[config.mk]
export PLATFORM = sky130hd
export DESIGN_NAME = tile_sequencer
export DESIGN_NICKNAME = d
export VERILOG_FILES = /design/src/rtl/tile_sequencer.sv
export SDC_FILE = /design/constraint.sdc
export NUM_CORES = 1
export LEC_CHECK = 0
export BUFFER_PORTS_ARGS = -buffer_cell sky130_fd_sc_hd__clkbuf_2
export CAP_MARGIN = 10
export CORE_MARGIN = 10
export CORE_UTILIZATION = 36
export DETAILED_ROUTE_END_ITERATION = 8
export GPL_TIMING_DRIVEN = 1
export PLACE_DENSITY_LB_ADDON = 0.15
export SLEW_MARGIN = 20
export SYNTH_ARGS = -nofsm -noshare
export SYNTH_HDL_FRONTEND = slang
export SYNTH_SLANG_ARGS = --single-unit
[constraint.sdc]
create_clock -name CLK -period 6.1 [get_ports CLK]
set_clock_uncertainty 0.05 [all_clocks]
set_input_delay 0.61 -clock CLK [delete_from_list [all_inputs] [get_ports CLK]]
set_output_delay 0.61 -clock CLK [all_outputs]
set_load 0.02 [all_outputs]
[src/rtl/tile_sequencer.sv]
// tile_sequencer: walks PE-array-sized output tiles of an MxK * KxN product, issuing operand
// reads, PE masks and output writes per tile. Perf counters are built only with TILE_SEQ_PERF_CNT_EN.
module tile_sequencer #(
    parameter int ROWS      = 32,
    parameter int ROWS_LOG2 = 5,
    parameter int COLS      = 32,
    parameter int COLS_LOG2 = 5,
    parameter int DIM_W     = 9,
    parameter int OPND1_AW  = 10,
    parameter int OPND2_AW  = 10,
    parameter int OUT_AW    = 10
) (
    input  logic                CLK,
    input  logic                RST,
    input  logic                START,
    input  logic                STALL,
    input  logic                TILE_ORDER_in,
    input  logic [DIM_W-1:0]    M_SIZE_in,
    input  logic [DIM_W-1:0]    K_SIZE_in,
    input  logic [DIM_W-1:0]    N_SIZE_in,
    output logic [OPND1_AW-1:0] OPND1_SRAM_ADDR_out,
    output logic                OPND1_SRAM_REN_out,
    output logic [OPND2_AW-1:0] OPND2_SRAM_ADDR_out,
    output logic                OPND2_SRAM_REN_out,
    output logic [OUT_AW-1:0]   OUT_SRAM_ADDR_out,
    output logic                OUT_SRAM_WEN_out,
    output logic [ROWS-1:0]     PE_ROW_VALID_out,
    output logic [COLS-1:0]     PE_COL_VALID_out,
    output logic                IS_COMPUTING_out,
    output logic                IS_FLUSHING_out,
    output logic                BUSY_out,
    output logic                DONE_out,
    output logic                ERR_out
`ifdef TILE_SEQ_PERF_CNT_EN
    ,
    output logic [31:0]         PERF_BUSY_CYCLES_out,
    output logic [31:0]         PERF_STALL_CYCLES_out
`endif
);

    localparam int CW = DIM_W + 2;
    localparam int PW = 2 * CW + 4;

    typedef enum logic [1:0] {S_IDLE, S_COMPUTE, S_FLUSH, S_DONE} state_t;

    state_t          r_state;
    state_t          w_state_nxt;
    logic [CW-1:0]   r_m, r_k, r_n;
    logic            r_order;
    logic            r_err;
    logic [CW-1:0]   r_tr, r_tc, r_c, r_r;

    logic [CW-1:0]   w_ntr, w_ntc, w_rem_r, w_rem_c, w_ar, w_ac, w_c_hold;
    logic            w_start_ok, w_zero_req, w_busy_st;
    logic            w_c_last, w_r_last, w_last_tile;

    assign w_start_ok  = (r_state == S_IDLE) && START;
    assign w_zero_req  = (M_SIZE_in == '0) || (K_SIZE_in == '0) || (N_SIZE_in == '0);
    assign w_busy_st   = (r_state == S_COMPUTE) || (r_state == S_FLUSH);

    assign w_ntr       = (r_m + CW'(ROWS - 1)) >> ROWS_LOG2;
    assign w_ntc       = (r_n + CW'(COLS - 1)) >> COLS_LOG2;
    assign w_rem_r     = r_m - (r_tr << ROWS_LOG2);
    assign w_rem_c     = r_n - (r_tc << COLS_LOG2);
    assign w_ar        = (w_rem_r >= CW'(ROWS)) ? CW'(ROWS) : w_rem_r;
    assign w_ac        = (w_rem_c >= CW'(COLS)) ? CW'(COLS) : w_rem_c;

    assign w_c_last    = (r_c + CW'(3)) == (r_k + w_ar + w_ac);
    assign w_r_last    = r_r == (w_ar - CW'(1));
    assign w_last_tile = (r_tr == w_ntr - CW'(1)) && (r_tc == w_ntc - CW'(1));
    // c is only cleared when the next tile starts, so the operand addresses keep holding through FLUSH
    assign w_c_hold    = (r_c < r_k) ? r_c : (r_k - CW'(1));

    always_comb begin
        w_state_nxt = r_state;
        case (r_state)
            S_IDLE:    if (START) w_state_nxt = w_zero_req ? S_DONE : S_COMPUTE;
            S_COMPUTE: if (!STALL && w_c_last) w_state_nxt = S_FLUSH;
            S_FLUSH:   if (!STALL && w_r_last) w_state_nxt = w_last_tile ? S_DONE : S_COMPUTE;
            S_DONE:    w_state_nxt = S_IDLE;
            default:   w_state_nxt = S_IDLE;
        endcase
    end

    always_ff @(posedge CLK) begin
        if (RST) begin
            r_state <= S_IDLE;
            r_m     <= '0;
            r_k     <= '0;
            r_n     <= '0;
            r_order <= 1'b0;
            r_err   <= 1'b0;
            r_tr    <= '0;
            r_tc    <= '0;
            r_c     <= '0;
            r_r     <= '0;
        end else begin
            r_state <= w_state_nxt;
            if (w_start_ok) begin
                r_m     <= CW'(M_SIZE_in);
                r_k     <= CW'(K_SIZE_in);
                r_n     <= CW'(N_SIZE_in);
                r_order <= TILE_ORDER_in;
                r_err   <= w_zero_req;
                r_tr    <= '0;
                r_tc    <= '0;
                r_c     <= '0;
                r_r     <= '0;
            end
            if (r_state == S_COMPUTE && !STALL && !w_c_last) begin
                r_c <= r_c + CW'(1);
            end
            if (r_state == S_FLUSH && !STALL) begin
                if (!w_r_last) begin
                    r_r <= r_r + CW'(1);
                end else begin
                    r_r <= '0;
                    r_c <= '0;
                    if (!w_last_tile) begin
                        if (!r_order) begin
                            if (r_tc == w_ntc - CW'(1)) begin
                                r_tc <= '0;
                                r_tr <= r_tr + CW'(1);
                            end else begin
                                r_tc <= r_tc + CW'(1);
                            end
                        end else begin
                            if (r_tr == w_ntr - CW'(1)) begin
                                r_tr <= '0;
                                r_tc <= r_tc + CW'(1);
                            end else begin
                                r_tr <= r_tr + CW'(1);
                            end
                        end
                    end
                end
            end
        end
    end

    always_comb begin
        OPND1_SRAM_ADDR_out = '0;
        OPND2_SRAM_ADDR_out = '0;
        OUT_SRAM_ADDR_out   = '0;
        PE_ROW_VALID_out    = '0;
        PE_COL_VALID_out    = '0;
        if (w_busy_st) begin
            OPND1_SRAM_ADDR_out = OPND1_AW'(PW'(w_c_hold) * PW'(w_ntr) + PW'(r_tr));
            OPND2_SRAM_ADDR_out = OPND2_AW'(PW'(w_c_hold) * PW'(w_ntc) + PW'(r_tc));
            OUT_SRAM_ADDR_out   = OUT_AW'(((PW'(r_tr) << ROWS_LOG2) + PW'(r_r)) * PW'(w_ntc)
                                          + PW'(r_tc));
            for (int unsigned i = 0; i < ROWS; i++) PE_ROW_VALID_out[i] = CW'(i) < w_ar;
            for (int unsigned j = 0; j < COLS; j++) PE_COL_VALID_out[j] = CW'(j) < w_ac;
        end
        // a stalled cycle drops the strobes; the held operation repeats once STALL falls
        OPND1_SRAM_REN_out = (r_state == S_COMPUTE) && (r_c < r_k) && !STALL;
        OPND2_SRAM_REN_out = (r_state == S_COMPUTE) && (r_c < r_k) && !STALL;
        OUT_SRAM_WEN_out   = (r_state == S_FLUSH) && !STALL;
        IS_COMPUTING_out   = r_state == S_COMPUTE;
        IS_FLUSHING_out    = r_state == S_FLUSH;
        BUSY_out           = r_state != S_IDLE;
        DONE_out           = r_state == S_DONE;
        ERR_out            = (r_state == S_DONE) && r_err;
    end

`ifdef TILE_SEQ_PERF_CNT_EN
    logic [31:0] r_perf_busy, r_perf_stall;

    always_ff @(posedge CLK) begin
        if (RST || w_start_ok) begin
            r_perf_busy  <= '0;
            r_perf_stall <= '0;
        end else if (w_busy_st) begin
            if (r_perf_busy != '1) r_perf_busy <= r_perf_busy + 32'd1;
            if (STALL && r_perf_stall != '1) r_perf_stall <= r_perf_stall + 32'd1;
        end
    end

    assign PERF_BUSY_CYCLES_out  = r_perf_busy;
    assign PERF_STALL_CYCLES_out = r_perf_stall;
`endif

endmodule

Word level (Yosys, flattened, before mapping):

Index checks and enable logic that the tools add are counted.

* add/subtract/negate cells: 19
* multiply operators: 3
* divide/modulo/power cells: 0
* order comparisons: 67
* equality and inequality tests: 10
* shifts and indexed selects: 0
* muxes and demuxes: 35
* bitwise gates (word level): 0
* reductions and logical operators: 22

Operator list (number)
* < comparator 5 x 11 -> 1 bit, first input constant: 32
* 2-to-1 mux 11 bit: 24
* < comparator 4 x 11 -> 1 bit, first input constant: 16
* < comparator 3 x 11 -> 1 bit, first input constant: 8
* 2-to-1 mux 32 bit: 2
* adder 11 x 1 -> 11 bit, second input constant: 4
* == test 11 bit: 4
* < comparator 1 x 11 -> 1 bit, first input constant: 4
* < comparator 2 x 11 -> 1 bit, first input constant: 4
* adder 10 bit: 3
* 2-to-1 mux 10 bit: 3
* logical NOT 9 bit: 3
* >= comparator 11 x 6 -> 1 bit, second input constant: 2
* multiplier 11 x 5 -> 10 bit: 2
* subtractor 9 x 11 -> 11 bit: 2
* adder 9 x 5 -> 10 bit, second input constant: 2
* adder 16 x 11 -> 17 bit: 1
* multiplier 17 x 5 -> 10 bit: 1
* subtractor 5 x 1 -> 6 bit, second input constant: 2
* adder 11 bit: 1
* adder 11 x 2 -> 11 bit, second input constant: 1
* adder 9 x 11 -> 11 bit: 1
* < comparator 11 x 9 -> 1 bit: 1
* subtractor 11 x 1 -> 11 bit, second input constant: 1
* other kinds (13): 32

* flip-flop bits (word level): 75
* latch bits: 0
* RAM bits: 0
* memory bits (read-only): 0
* input bits: 32
* output and inout port bits: 102
* word-level logic and storage cells: 166
* memories: 0

Longest topological paths before layout:

Gate-level depths: netlist (run 1).

* depth in word-level cells: 11
* mapped depth: 25

Worst setup path after synthesis (run 1):

Ideal clock, no wire load.

* kind: flip-flop to output port
* from: register r_k[5]
* to: output port OPND1_SRAM_ADDR_out[9]
* data arrival time: 6015 ps
* data required time: 5440 ps
* path slack: -575 ps
* cell stages (with the launch flop): 23
* path buffers: 1
* path through: dfxtp_1 inv_1 ha_1 a21o_1 a21o_1 o311ai_0 nand2_1 clkbuf_1 nand2_1 o21ai_1 or2_2 fa_1 fa_1 fa_1 inv_1 ha_1 a21oi_1 o21ai_0 o41ai_1 xnor2_1 xnor2_1 xnor3_1 mux2i_1

* longest elaborated chain between the ends: 5
* elaborated cells between the ends (all ways): 6

RTL lines
* from (decl): line 48 `logic [CW-1:0] r_m, r_k, r_n;`
* from (signal assigned): line 101 `r_k <= CW'(K_SIZE_in);`
* subtractor 9 x 1 -> 10 bit or < comparator 11 x 9 -> 1 bit (tied branches): line 72 `assign w_c_hold = (r_c < r_k) ? r_c : (r_k - CW'(1));`
* 2-to-1 mux 11 bit *: line 72
* multiplier 11 x 5 -> 10 bit *: line 148 `OPND1_SRAM_ADDR_out = OPND1_AW'(PW'(w_c_hold) * PW'(w_ntr) + PW'(r_tr));`
* adder 10 bit *: line 148
* 2-to-1 mux 10 bit *: line 147 `if (w_busy_st) begin`
* to (decl): line 21 `output logic [OPND1_AW-1:0] OPND1_SRAM_ADDR_out,`

Every way passes the cells marked *; elsewhere a longest branch is shown, timed or not.

Worst setup path after layout (run 1):

* from: register r_k[5]
* to: output port OPND2_SRAM_ADDR_out[9]

* longest elaborated chain between the ends: 5
* elaborated cells between the ends (all ways): 6

RTL lines
* subtractor 9 x 1 -> 10 bit or < comparator 11 x 9 -> 1 bit (tied branches): line 72
* 2-to-1 mux 11 bit *: line 72
* multiplier 11 x 5 -> 10 bit *: line 149 `OPND2_SRAM_ADDR_out = OPND2_AW'(PW'(w_c_hold) * PW'(w_ntc) + PW'(r_tc));`
* adder 10 bit *: line 149
* 2-to-1 mux 10 bit *: line 147
* to (decl): line 23 `output logic [OPND2_AW-1:0] OPND2_SRAM_ADDR_out,`

Marks and branches as above.

==> results of run 1 <==
[area by class of cell]
class,count,share of cell area
Multi-Input combinational cell,1198,0.659
Timing Repair Buffer,288,0.134
Sequential cell,75,0.107
Inverter,149,0.0398
Tap cell,396,0.0350
Clock buffer,9,0.0159
Clock inverter,7,0.00866
Antenna cell,1,0.000177
[layer usage]
metal,track usage,wire [um]
met5,0,0
met4,0.0611,904
met1,0.277,18700
met2,0.312,17100
met3,0.0348,2500
[cells by family after synthesis]
group | Yosys count | synth area share
muxes | 21 | 0.0194
adders and majority gates | 172 | 0.252
other | 2 | 0.000673
buffers and inverters | 226 | 0.0812
and+or+nand+nor | 592 | 0.254
xor gates and xnor gates | 95 | 0.0808
AOI/OAI and AO/OA | 309 | 0.177
DFF | 75 | 0.135
[worst reg2reg max path, cell delays in order, from the launching register on]
cell	delay, ps
sky130_fd_sc_hd__dfxtp_1	310
sky130_fd_sc_hd__inv_1	90
sky130_fd_sc_hd__ha_2	200
sky130_fd_sc_hd__inv_1	60
sky130_fd_sc_hd__fa_2	350
sky130_fd_sc_hd__buf_4	140
sky130_fd_sc_hd__xnor2_1	120
sky130_fd_sc_hd__nand3b_1	180
sky130_fd_sc_hd__a21o_1	230
sky130_fd_sc_hd__a2111o_1	360
sky130_fd_sc_hd__fa_1	400
sky130_fd_sc_hd__inv_1	60
sky130_fd_sc_hd__ha_1	160
sky130_fd_sc_hd__inv_1	60
sky130_fd_sc_hd__fa_2	340
sky130_fd_sc_hd__xor2_1	160
sky130_fd_sc_hd__xnor2_1	190
sky130_fd_sc_hd__xnor2_1	80
sky130_fd_sc_hd__or3b_2	470
sky130_fd_sc_hd__or4_1	480
sky130_fd_sc_hd__or4b_4	590
sky130_fd_sc_hd__a221oi_2	290
sky130_fd_sc_hd__buf_4	160
sky130_fd_sc_hd__mux2i_1	170
[state kept, by name, summed over array words and instances, names as in the netlist]
signal and cells:
r_m 9, r_err 1, r_tc 11, r_tr 11, r_state 2, r_c 11
r_k 9, r_r 11, r_order 1, r_n 9
[synthesized netlist by cell type, drive strengths merged (4+ instances only)]
master,number,area [um^2]
a31oi,16,106
xor2,26,228
ha,84,1050
nor2,131,492
o22ai,4,25.0
nand3b,6,45.0
o21ai,54,270
o21a,9,67.6
nand4,14,87.6
clkbuf,61,259
xnor3,5,113
nor3,45,225
nor2b,9,56.3
dfxtp,75,1500
a211oi,8,65.1
nand2b,20,125
mux2,5,56.3
nand3,48,253
mux2i,16,160
nand2,201,754
xnor2,64,561
o31ai,8,60.1
a21o,23,173
and2,42,263
a2111oi,8,103
nor4,10,62.6
inv,147,552
or2,12,75.1
o21bai,5,37.5
and3,18,114
or3,16,100
fa,88,1760
a31o,6,52.6
o211ai,4,30.0
or4,5,42.5
buf,16,87.6
o2111ai,4,35.0
a21oi,125,637
[power by group through the flow]
| stage | combinational (mW) | sequential (mW) | clock, mW |
|---|---|---|---|
| after floorplan | 2.42 | 0.576 | 0 |
| after global placement | 3.70 | 0.579 | 0 |
| after detailed placement | 3.70 | 0.581 | 0 |
| after CTS | 3.99 | 0.571 | 0.664 |
| after global routing | 4.49 | 0.578 | 0.685 |
| final | 4.10 | 0.573 | 0.651 |
[cell usage in the layout (no fill, tap or decap), drive strengths merged, types with 6 or more instances in the layout]
| master | Yosys | routed |
|---|---|---|
| a31oi | 16 | 16 |
| or3 | 16 | 16 |
| a21oi | 125 | 125 |
| a2111oi | 8 | 8 |
| nand3 | 48 | 48 |
| nor2b | 9 | 9 |
| nand2b | 20 | 20 |
| dfxtp | 75 | 75 |
| ha | 84 | 84 |
| nor2 | 131 | 131 |
| a21o | 23 | 23 |
| clkbuf | 61 | 139 |
| mux2i | 16 | 16 |
| a31o | 6 | 6 |
| or2 | 12 | 12 |
| and3 | 18 | 18 |
| fa | 88 | 88 |
| nand4 | 14 | 14 |
| nor3 | 45 | 45 |
| xor2 | 26 | 26 |
| nand3b | 6 | 6 |
| a211oi | 8 | 8 |
| inv | 147 | 149 |
| buf | 16 | 158 |
| nand2 | 201 | 202 |
| and2 | 42 | 42 |
| conb | 2 | 8 |
| o31ai | 8 | 8 |
| o21a | 9 | 9 |
| o21ai | 54 | 54 |
| xnor2 | 64 | 64 |
| nor4 | 10 | 10 |
[path summary, 6_finish.rpt]
kind / slack (ps) / from / cells after the start / endpoint
min reg2reg: 440 / r_k[7] / 2 / r_k[7]
min: 440 / N_SIZE_in[5] / 3 / r_n[5]
max reg2reg: 330 / r_m[5] / 23 / r_state[1]
max: -250 / r_k[5] / 23 / OPND2_SRAM_ADDR_out[9]
[repair_timing]
item,in CTS,in global routing
buffers inserted,14,9
gates resized for setup,83,56
pin swaps,55,27
endpoints found under the setup margin,6,18
cloned,3,0
==> results.json, run 1 <==
{
  "number_of_nets_in_the_layout": 1925,
  "ir_drop_v": 0.000323,
  "cts.htree.levels": 3,
  "crit_path_cells": "inv_2, ha_4, a21o_1, a21o_1, o311ai_4, nand2_4, buf_8, mux2i_4, buf_6, or2_4, fa_1, inv_2, fa_1, fa_1, ha_4, nor3_2, nor2_1, o41ai_2, xnor2_1, xnor2_1, xnor3_1, mux2i_4, buf_8",
  "final.min_clock_period_ps": 6350,
  "worstMarginPinSlew_ps": 993,
  "synth_edf_count": 0,
  "setup.worst_path.class": "reg -> out",
  "seq_area_mm2": 0.00151,
  "postSynthRegisterBits": 75,
  "ys.warnings.count": 0,
  "report.final.setup_viol": 2,
  "status": "complete, but fails checks",
  "grt_remaining_overflow": 0,
  "totalPowerFinal_mw": 5.33,
  "multi_input_combinational_cell_area_mm2": 0.00934,
  "place.gp.congestion": 0.934,
  "clock_latency_reported_for_the_late_side_of_the_worst_skew_pair_ps": 360,
  "initial_utilization": 0.365,
  "final_util": 0.463,
  "max-clock-path-buffers": 2,
  "total_die_area_mm2": 0.0384,
  "vias": 11400,
  "timing_max_transition_violations_final": 0,
  "pin_count_of_the_biggest_net_entering_global_routing": 51,
  "detailedRoute.firstPassIterationCount": 6,
  "hold_slack_ps": 437,
  "p_int_mw": 2.53,
  "first_global_vias": 11200,
  "yosys_cell_types": 84,
  "power.share.sequential": 0.108,
  "violations": "negative setup slack",
  "crit_path_max_incr_delay_ps": 510,
  "library_cell_used_as_clock_root_buffer": "sky130_fd_sc_hd__clkbuf_16",
  "synth_area_mm2": 0.0112,
  "drt-total-wl_mm": 39.2,
  "ant_nets": 0,
  "standard_cell_core_area_mm2": 0.0306,
  "drt_iter0_markers": 751,
  "tritoncts.num_buffers": 9,
  "cts.reportedPaths.clkPinSlew_ps": 70,
  "timing.setup.tns_ps": -432,
  "relSlewSlack": 0.333,
  "post-route-drc-count": 0,
  "rsz_0062_raised_after_global_routing": "true",
  "end_kind": "primary output",
  "row_count": 64,
  "post_layout_nonfiller_instances": 2123,
  "worst_path_dominant_cell_family": "adder cells",
  "layout.cell_area.non_filler_mm2": 0.0142,
  "dp.cells": 2081,
  "placed_cell_area_mm2": 0.0130,
  "maximum_frequency_from_static_timing_analysis_mhz": 158,
  "comb_power_share": 0.770,
  "initial_antenna_violation_count": 0,
  "die_x_um": 196,
  "post_route_cells_drive_above_1_share": 0.254,
  "cpMaxStageDelayCell": "sky130_fd_sc_hd__fa_1",
  "avgViaCountPerCell": 5.35,
  "postSynthCellCount": 1492,
  "critical-path-top-cell-by-count": "sky130_fd_sc_hd__fa_1",
  "cts_tree": "yes",
  "die-height_um": 196,
  "avgSynthCellArea_um2": 7.48,
  "yosys_most_used_dff": "sky130_fd_sc_hd__dfxtp_1",
  "critical_path_fanouts_max": 7,
  "layout_setup_ws_ps": -246,
  "reported_net_switching_power_mw": 2.80,
  "grt_first_pass_wirelength_mm": 62.1,
  "final_hold_viol_count": 0,
  "placement.setup.worst_slack_ps": -166,
  "detailedPlacementHpwl_mm": 31.1,
  "maxCapViolCount": 0,
  "cp.buffers_inverters": 5,
  "worst_hold_path_class": "in -> reg",
  "cts_num_sinks": 75,
  "portBuffers": 133,
  "share_clk_of_total_power": 0.122,
  "filler_cell_count": 3115,
  "switching_share": 0.526,
  "critPathLaunchType": "flop",
  "ys_async_sr_fraction": 0,
  "synthToLayoutAreaGrowth_pct": 27.0,
  "design.portCount": 134,
  "leakage_power_nw": 6.34,
  "power-per-cell-area_mw_per_mm2": 376,
  "cp.arrival_ps": 5690,
  "cts_hold_repair.buffers": 0,
  "routedWlPerCell_um": 18.5,
  "track_usage": 0.201,
  "ys_seq_area_frac": 0.135,
  "fin_crit_sh": 1.04,
  "worstPathRequired_ps": 5440
}
(Power assumes the default switching activity.)
==> run 2: changes to the inputs <==
--- a/config.mk
+++ b/config.mk
@@ -7,6 +7,7 @@
 export LEC_CHECK = 0
 export BUFFER_PORTS_ARGS = -buffer_cell sky130_fd_sc_hd__clkbuf_2
 export CAP_MARGIN = 10
+export CORE_ASPECT_RATIO = 2
 export CORE_MARGIN = 10
 export CORE_UTILIZATION = 36
 export DETAILED_ROUTE_END_ITERATION = 8
==> results.json, run 2 (synthesis gave the netlist of run 1 again) <==
{
  "regToRegStartpoint": "r_tr[2]",
  "relSlewSlack": 0.322,
  "holdCritStartpoint": "TILE_ORDER_in",
  "crit_path_start": "r_k[5]",
  "grt_first_pass_wirelength_mm": 65.9,
  "tritoncts.num_buffers": 9,
  "first_global_vias": 12000,
  "critPathLaunchType": "flop",
  "p_int_mw": 2.60,
  "cp.buffers_inverters": 5,
  "timing.setup.tns_ps": -329,
  "die_x_um": 144,
  "power.share.sequential": 0.104,
  "final.min_clock_period_ps": 6280,
  "die-height_um": 269,
  "dp.cells": 2064,
  "final_hold_viol_count": 0,
  "report.final.setup_viol": 2,
  "design.portCount": 134,
  "synthToLayoutAreaGrowth_pct": 27.6,
  "routedWlPerCell_um": 20.6,
  "cts_num_sinks": 75,
  "cts_hold_repair.buffers": 0,
  "switching_share": 0.529,
  "fin_crit_sh": 1.03,
  "grt_remaining_overflow": 0,
  "power-per-cell-area_mw_per_mm2": 388,
  "worstMarginPinSlew_ps": 1010,
  "setup.worst_path.class": "reg -> out",
  "worst_hold_path_class": "in -> reg",
  "post_route_cells_drive_above_1_share": 0.260,
  "row_count": 91,
  "avgViaCountPerCell": 5.49,
  "pin_count_of_the_biggest_net_entering_global_routing": 42,
  "clock_latency_reported_for_the_late_side_of_the_worst_skew_pair_ps": 370,
  "ant_nets": 0,
  "maxCapViolCount": 0,
  "timing_max_transition_violations_final": 0,
  "portBuffers": 133,
  "hold_slack_ps": 415,
  "rsz_0062_raised_after_global_routing": "true",
  "drt-total-wl_mm": 43.4,
  "rr_endpoint": "r_c[3]",
  "violations": "negative setup slack",
  "post_layout_nonfiller_instances": 2109,
  "crit_path_cells": "inv_2, ha_4, a21o_1, a21o_1, o311ai_4, buf_6, nand2_8, buf_6, mux2_4, nand2_2, fa_1, fa_1, fa_1, inv_1, ha_4, a21oi_4, o21ai_2, o41ai_4, xnor2_1, xnor2_1, xnor3_1, mux2i_4, buf_8",
  "cts.htree.levels": 3,
  "initial_antenna_violation_count": 1,
  "vias": 11600,
  "layout_setup_ws_ps": -181,
  "status": "complete, but fails checks",
  "cts_tree": "yes",
  "number_of_nets_in_the_layout": 1936,
  "comb_power_share": 0.779,
  "crit_path_max_incr_delay_ps": 510,
  "critical_path_fanouts_max": 5,
  "worstPathRequired_ps": 5440,
  "end_kind": "primary output",
  "cp.arrival_ps": 5620,
  "worst_path_dominant_cell_family": "adder cells",
  "leakage_power_nw": 6.42,
  "holdPathStages": 3,
  "total_die_area_mm2": 0.0388,
  "cts.reportedPaths.clkPinSlew_ps": 70,
  "maximum_frequency_from_static_timing_analysis_mhz": 159,
  "place.gp.congestion": 0.941,
  "detailedPlacementHpwl_mm": 35.9,
  "critical-path-top-cell-by-count": "sky130_fd_sc_hd__fa_1",
  "track_usage": 0.221,
  "mostFrequentLayoutCells": "sky130_fd_sc_hd__nand2_1 (192), sky130_fd_sc_hd__buf_4 (154), sky130_fd_sc_hd__inv_1 (137)",
  "r2r_slack_ps": 270,
  "worst-r2r-cell-count": 21,
  "reported_net_switching_power_mw": 2.92,
  "ir_drop_v": 0.000298,
  "initial_utilization": 0.363,
  "library_cell_used_as_clock_root_buffer": "sky130_fd_sc_hd__clkbuf_16",
  "placement.setup.worst_slack_ps": -137,
  "mostFrequentLayoutCell": "sky130_fd_sc_hd__nand2_1",
  "share_clk_of_total_power": 0.117,
  "final_util": 0.463,
  "drt_iter0_markers": 610,
  "cpMaxStageDelayCell": "sky130_fd_sc_hd__fa_1",
  "diodes": 0,
  "post-route-drc-count": 0,
  "min_delay_worst_endpoint": "r_order",
  "standard_cell_core_area_mm2": 0.0307,
  "detailedRoute.firstPassIterationCount": 5,
  "max-clock-path-buffers": 2
}
-- run 2: cell count changes in the layout (fill, tap and decap cells not counted), moves of 4 or more --
cell	before	now
sky130_fd_sc_hd__buf_4	146	154
sky130_fd_sc_hd__buf_6	7	11
sky130_fd_sc_hd__nand2_1	196	192
sky130_fd_sc_hd__nand2_2	4	8
sky130_fd_sc_hd__nor2_1	117	121
sky130_fd_sc_hd__nor2_2	10	6
-- run 2: timing repair --
item                       4_1_cts  5_1_grt
pin swaps                       43       62
gates resized for setup         60       82
setup endpoints to repair        9       19
cloned                           2        0
buffers inserted                10       18
-- run 2: layer usage --
metal / vias to the layer above / routed length, um / track usage
met2: 298 / 24500 / 0.430
met4: 2 / 2860 / 0.146
met1: 5625 / 14600 / 0.207
li1: 5528 / - / -
met5: - / 13 / 0
met3: 133 / 1460 / 0.0270
-- run 2: worst min-delay path: stages --
cell,delay [ps]
sky130_fd_sc_hd__clkbuf_2,80
sky130_fd_sc_hd__nand2_1,50
sky130_fd_sc_hd__a21oi_1,50
-- run 2: metrics by stage --
stage | power (mW) | area [um^2]
finish | 5.52 | 14200
detailed placement | 4.48 | 13100
global placement | 4.47 | 13100
CTS | 5.33 | 13800
global route | 5.91 | 14200
floorplan | 2.99 | 11200
-- run 2: how the worst max path moves through the flow --
stage | to | slack, ps | cells past startpoint
2_1_floorplan | r_c[6] | 30 | 21
3_3_place_gp | OPND2_SRAM_ADDR_out[9] | -60 | 24
3_5_place_dp | OPND2_SRAM_ADDR_out[9] | -140 | 22
4_1_cts | OPND2_SRAM_ADDR_out[9] | -190 | 23
5_1_grt | OPND1_SRAM_ADDR_out[9] | -390 | 23
6_report | OPND1_SRAM_ADDR_out[9] | -180 | 23
-- run 2: power by group through the flow --
stage          logic [mW]  clock network [mW]  registers, mW
3_3_place_gp         3.89                   0          0.582
4_1_cts              4.11               0.657          0.573
3_5_place_dp         3.90                   0          0.583
2_1_floorplan        2.42                   0          0.576
5_1_grt              4.66               0.667          0.582
6_report             4.30               0.645          0.576
-- run 2: layout make-up --
type / count / area [um^2]
Timing Repair Buffer: 299 / 2020
Clock buffer: 9 / 225
Sequential cell: 75 / 1510
Tap cell: 372 / 465
Fill cell: 3187 / 16500
Inverter: 149 / 559
Multi-Input combinational cell: 1198 / 9340
Clock inverter: 7 / 116
==> run 3: changes to the inputs <==
--- a/config.mk
+++ b/config.mk
@@ -9,7 +9,7 @@
 export CAP_MARGIN = 10
 export CORE_ASPECT_RATIO = 2
 export CORE_MARGIN = 10
-export CORE_UTILIZATION = 36
+export CORE_UTILIZATION = 50
 export DETAILED_ROUTE_END_ITERATION = 8
 export GPL_TIMING_DRIVEN = 1
 export PLACE_DENSITY_LB_ADDON = 0.15
==> results.json, run 3 (synthesis gave the netlist of run 1 again) <==
{
  "status": "complete, but fails checks",
  "violations": "negative setup slack",
  "worst_hold_path_class": "in -> reg",
  "post_layout_nonfiller_instances": 1992,
  "dp.cells": 1953,
  "die_x_um": 126,
  "relSlewSlack": 0.281,
  "die-height_um": 231,
  "vias": 11700,
  "final_util": 0.624,
  "worstPathRequired_ps": 5440,
  "clock_latency_reported_for_the_late_side_of_the_worst_skew_pair_ps": 360,
  "totalPowerFinal_mw": 5.23,
  "mostFrequentLayoutCells": "sky130_fd_sc_hd__nand2_1 (195), sky130_fd_sc_hd__inv_1 (140), sky130_fd_sc_hd__buf_4 (136)",
  "placed_cell_area_mm2": 0.0128,
  "ir_drop_v": 0.000401,
  "leakage_power_nw": 6.28,
  "track_usage": 0.268,
  "post-route-drc-count": 0,
  "library_cell_used_as_clock_root_buffer": "sky130_fd_sc_hd__clkbuf_16",
  "drt_iter0_markers": 691,
  "grt_remaining_overflow": 0,
  "standard_cell_core_area_mm2": 0.0221,
  "holdPathStages": 3,
  "timing_max_transition_violations_final": 0,
  "setup.worst_path.class": "reg -> out",
  "grt_first_pass_wirelength_mm": 62.6,
  "maximum_frequency_from_static_timing_analysis_mhz": 156,
  "detailedRoute.firstPassIterationCount": 8,
  "report.final.setup_viol": 2,
  "avgViaCountPerCell": 5.88,
  "routedWlPerCell_um": 20.0,
  "placement.setup.worst_slack_ps": -311,
  "initial_utilization": 0.506,
  "cp.arrival_ps": 5750,
  "first_global_vias": 12100,
  "fin_crit_sh": 1.05,
  "design.portCount": 134,
  "max-clock-path-buffers": 2,
  "end_kind": "primary output",
  "post_route_cells_drive_above_1_share": 0.240,
  "place.gp.congestion": 1.01,
  "detailedPlacementHpwl_mm": 32.6,
  "number_of_nets_in_the_layout": 1915,
  "mostFrequentLayoutCell": "sky130_fd_sc_hd__nand2_1",
  "synthToLayoutAreaGrowth_pct": 23.4,
  "power-per-cell-area_mw_per_mm2": 380,
  "cts.reportedPaths.clkPinSlew_ps": 60,
  "maxCapViolCount": 0,
  "hold_slack_ps": 430,
  "critPathLaunchType": "flop",
  "pin_count_of_the_biggest_net_entering_global_routing": 51,
  "layout_setup_ws_ps": -306,
  "worstMarginPinSlew_ps": 1070,
  "total_die_area_mm2": 0.0290,
  "portBuffers": 133,
  "layout.cell_area.non_filler_mm2": 0.0138,
  "final_hold_viol_count": 0,
  "ant_nets": 0,
  "rsz_0062_raised_after_global_routing": "true",
  "worst-r2r-cell-count": 22,
  "timing.setup.tns_ps": -601,
  "row_count": 77,
  "critical_path_fanouts_max": 5,
  "final.min_clock_period_ps": 6410,
  "cts_num_sinks": 75,
  "tritoncts.num_buffers": 9,
  "initial_antenna_violation_count": 0,
  "diodes": 0,
  "drt-total-wl_mm": 39.9,
  "cts_tree": "yes",
  "cts.htree.levels": 3
}
## run 3: cell count changes in the layout (fill, tap and decap cells not counted), sizes merged
cell	change
clkinv	-1
inv	+2
bufinv	-1
buf	-20
clkbuf	-1
## run 3: power by group
part,switching [mW],total [mW],internal [mW]
Combinational,2.50,4.05,1.55
Clock,0.240,0.601,0.361
Sequential,0.0456,0.581,0.535
## run 3: worst paths after layout
kind	start	to	slack (ps)
min reg2reg	r_n[3]	r_n[3]	430
min	N_SIZE_in[6]	r_n[6]	430
max	r_k[6]	OPND1_SRAM_ADDR_out[9]	-310
max reg2reg	r_m[5]	r_c[6]	200
## run 3: final cells by class
class                   instances  area [um^2]
clock inverters                 7         98.8
well taps                     276          345
inverters                     149          559
clock buffers                   9          225
repair buffers                278         1840
multi-input cells            1198         9190
flip-flops and latches         75         1510
fillers                      2046         8300
## run 3: worst max-delay path, cell delays in order, from the launching register on
cell and delay (ps):
sky130_fd_sc_hd__dfxtp_1 340, sky130_fd_sc_hd__inv_1 90, sky130_fd_sc_hd__ha_4 270, sky130_fd_sc_hd__nand4_1 140, sky130_fd_sc_hd__a21oi_2 210, sky130_fd_sc_hd__o311ai_4 130, sky130_fd_sc_hd__buf_6 150, sky130_fd_sc_hd__nand2_8 90
sky130_fd_sc_hd__buf_6 120, sky130_fd_sc_hd__mux2i_4 270, sky130_fd_sc_hd__buf_6 150, sky130_fd_sc_hd__nor2_2 40, sky130_fd_sc_hd__fa_1 500, sky130_fd_sc_hd__fa_1 520, sky130_fd_sc_hd__fa_1 490, sky130_fd_sc_hd__ha_1 320
sky130_fd_sc_hd__nand2_1 90, sky130_fd_sc_hd__o21ai_2 80, sky130_fd_sc_hd__o41ai_2 390, sky130_fd_sc_hd__xnor2_1 180, sky130_fd_sc_hd__xnor2_1 160, sky130_fd_sc_hd__xnor3_1 290, sky130_fd_sc_hd__mux2i_4 210, sky130_fd_sc_hd__buf_8 140
## run 3: per-layer routing
layer / routed length (um) / vias up / track usage
li1: - / 5494 / -
met1: 13000 / 5611 / 0.250
met2: 21900 / 424 / 0.504
met3: 1810 / 175 / 0.0382
met4: 3270 / 0 / 0.211
met5: 0 / - / 0
## run 3: what timing repair did
action,CTS,global route
hold buffers,0,0
hold endpoints to repair,0,0
cloned,2,0
resized for setup,50,59
endpoints found under the setup margin,7,21
pin swaps,35,29
buffers inserted,8,13
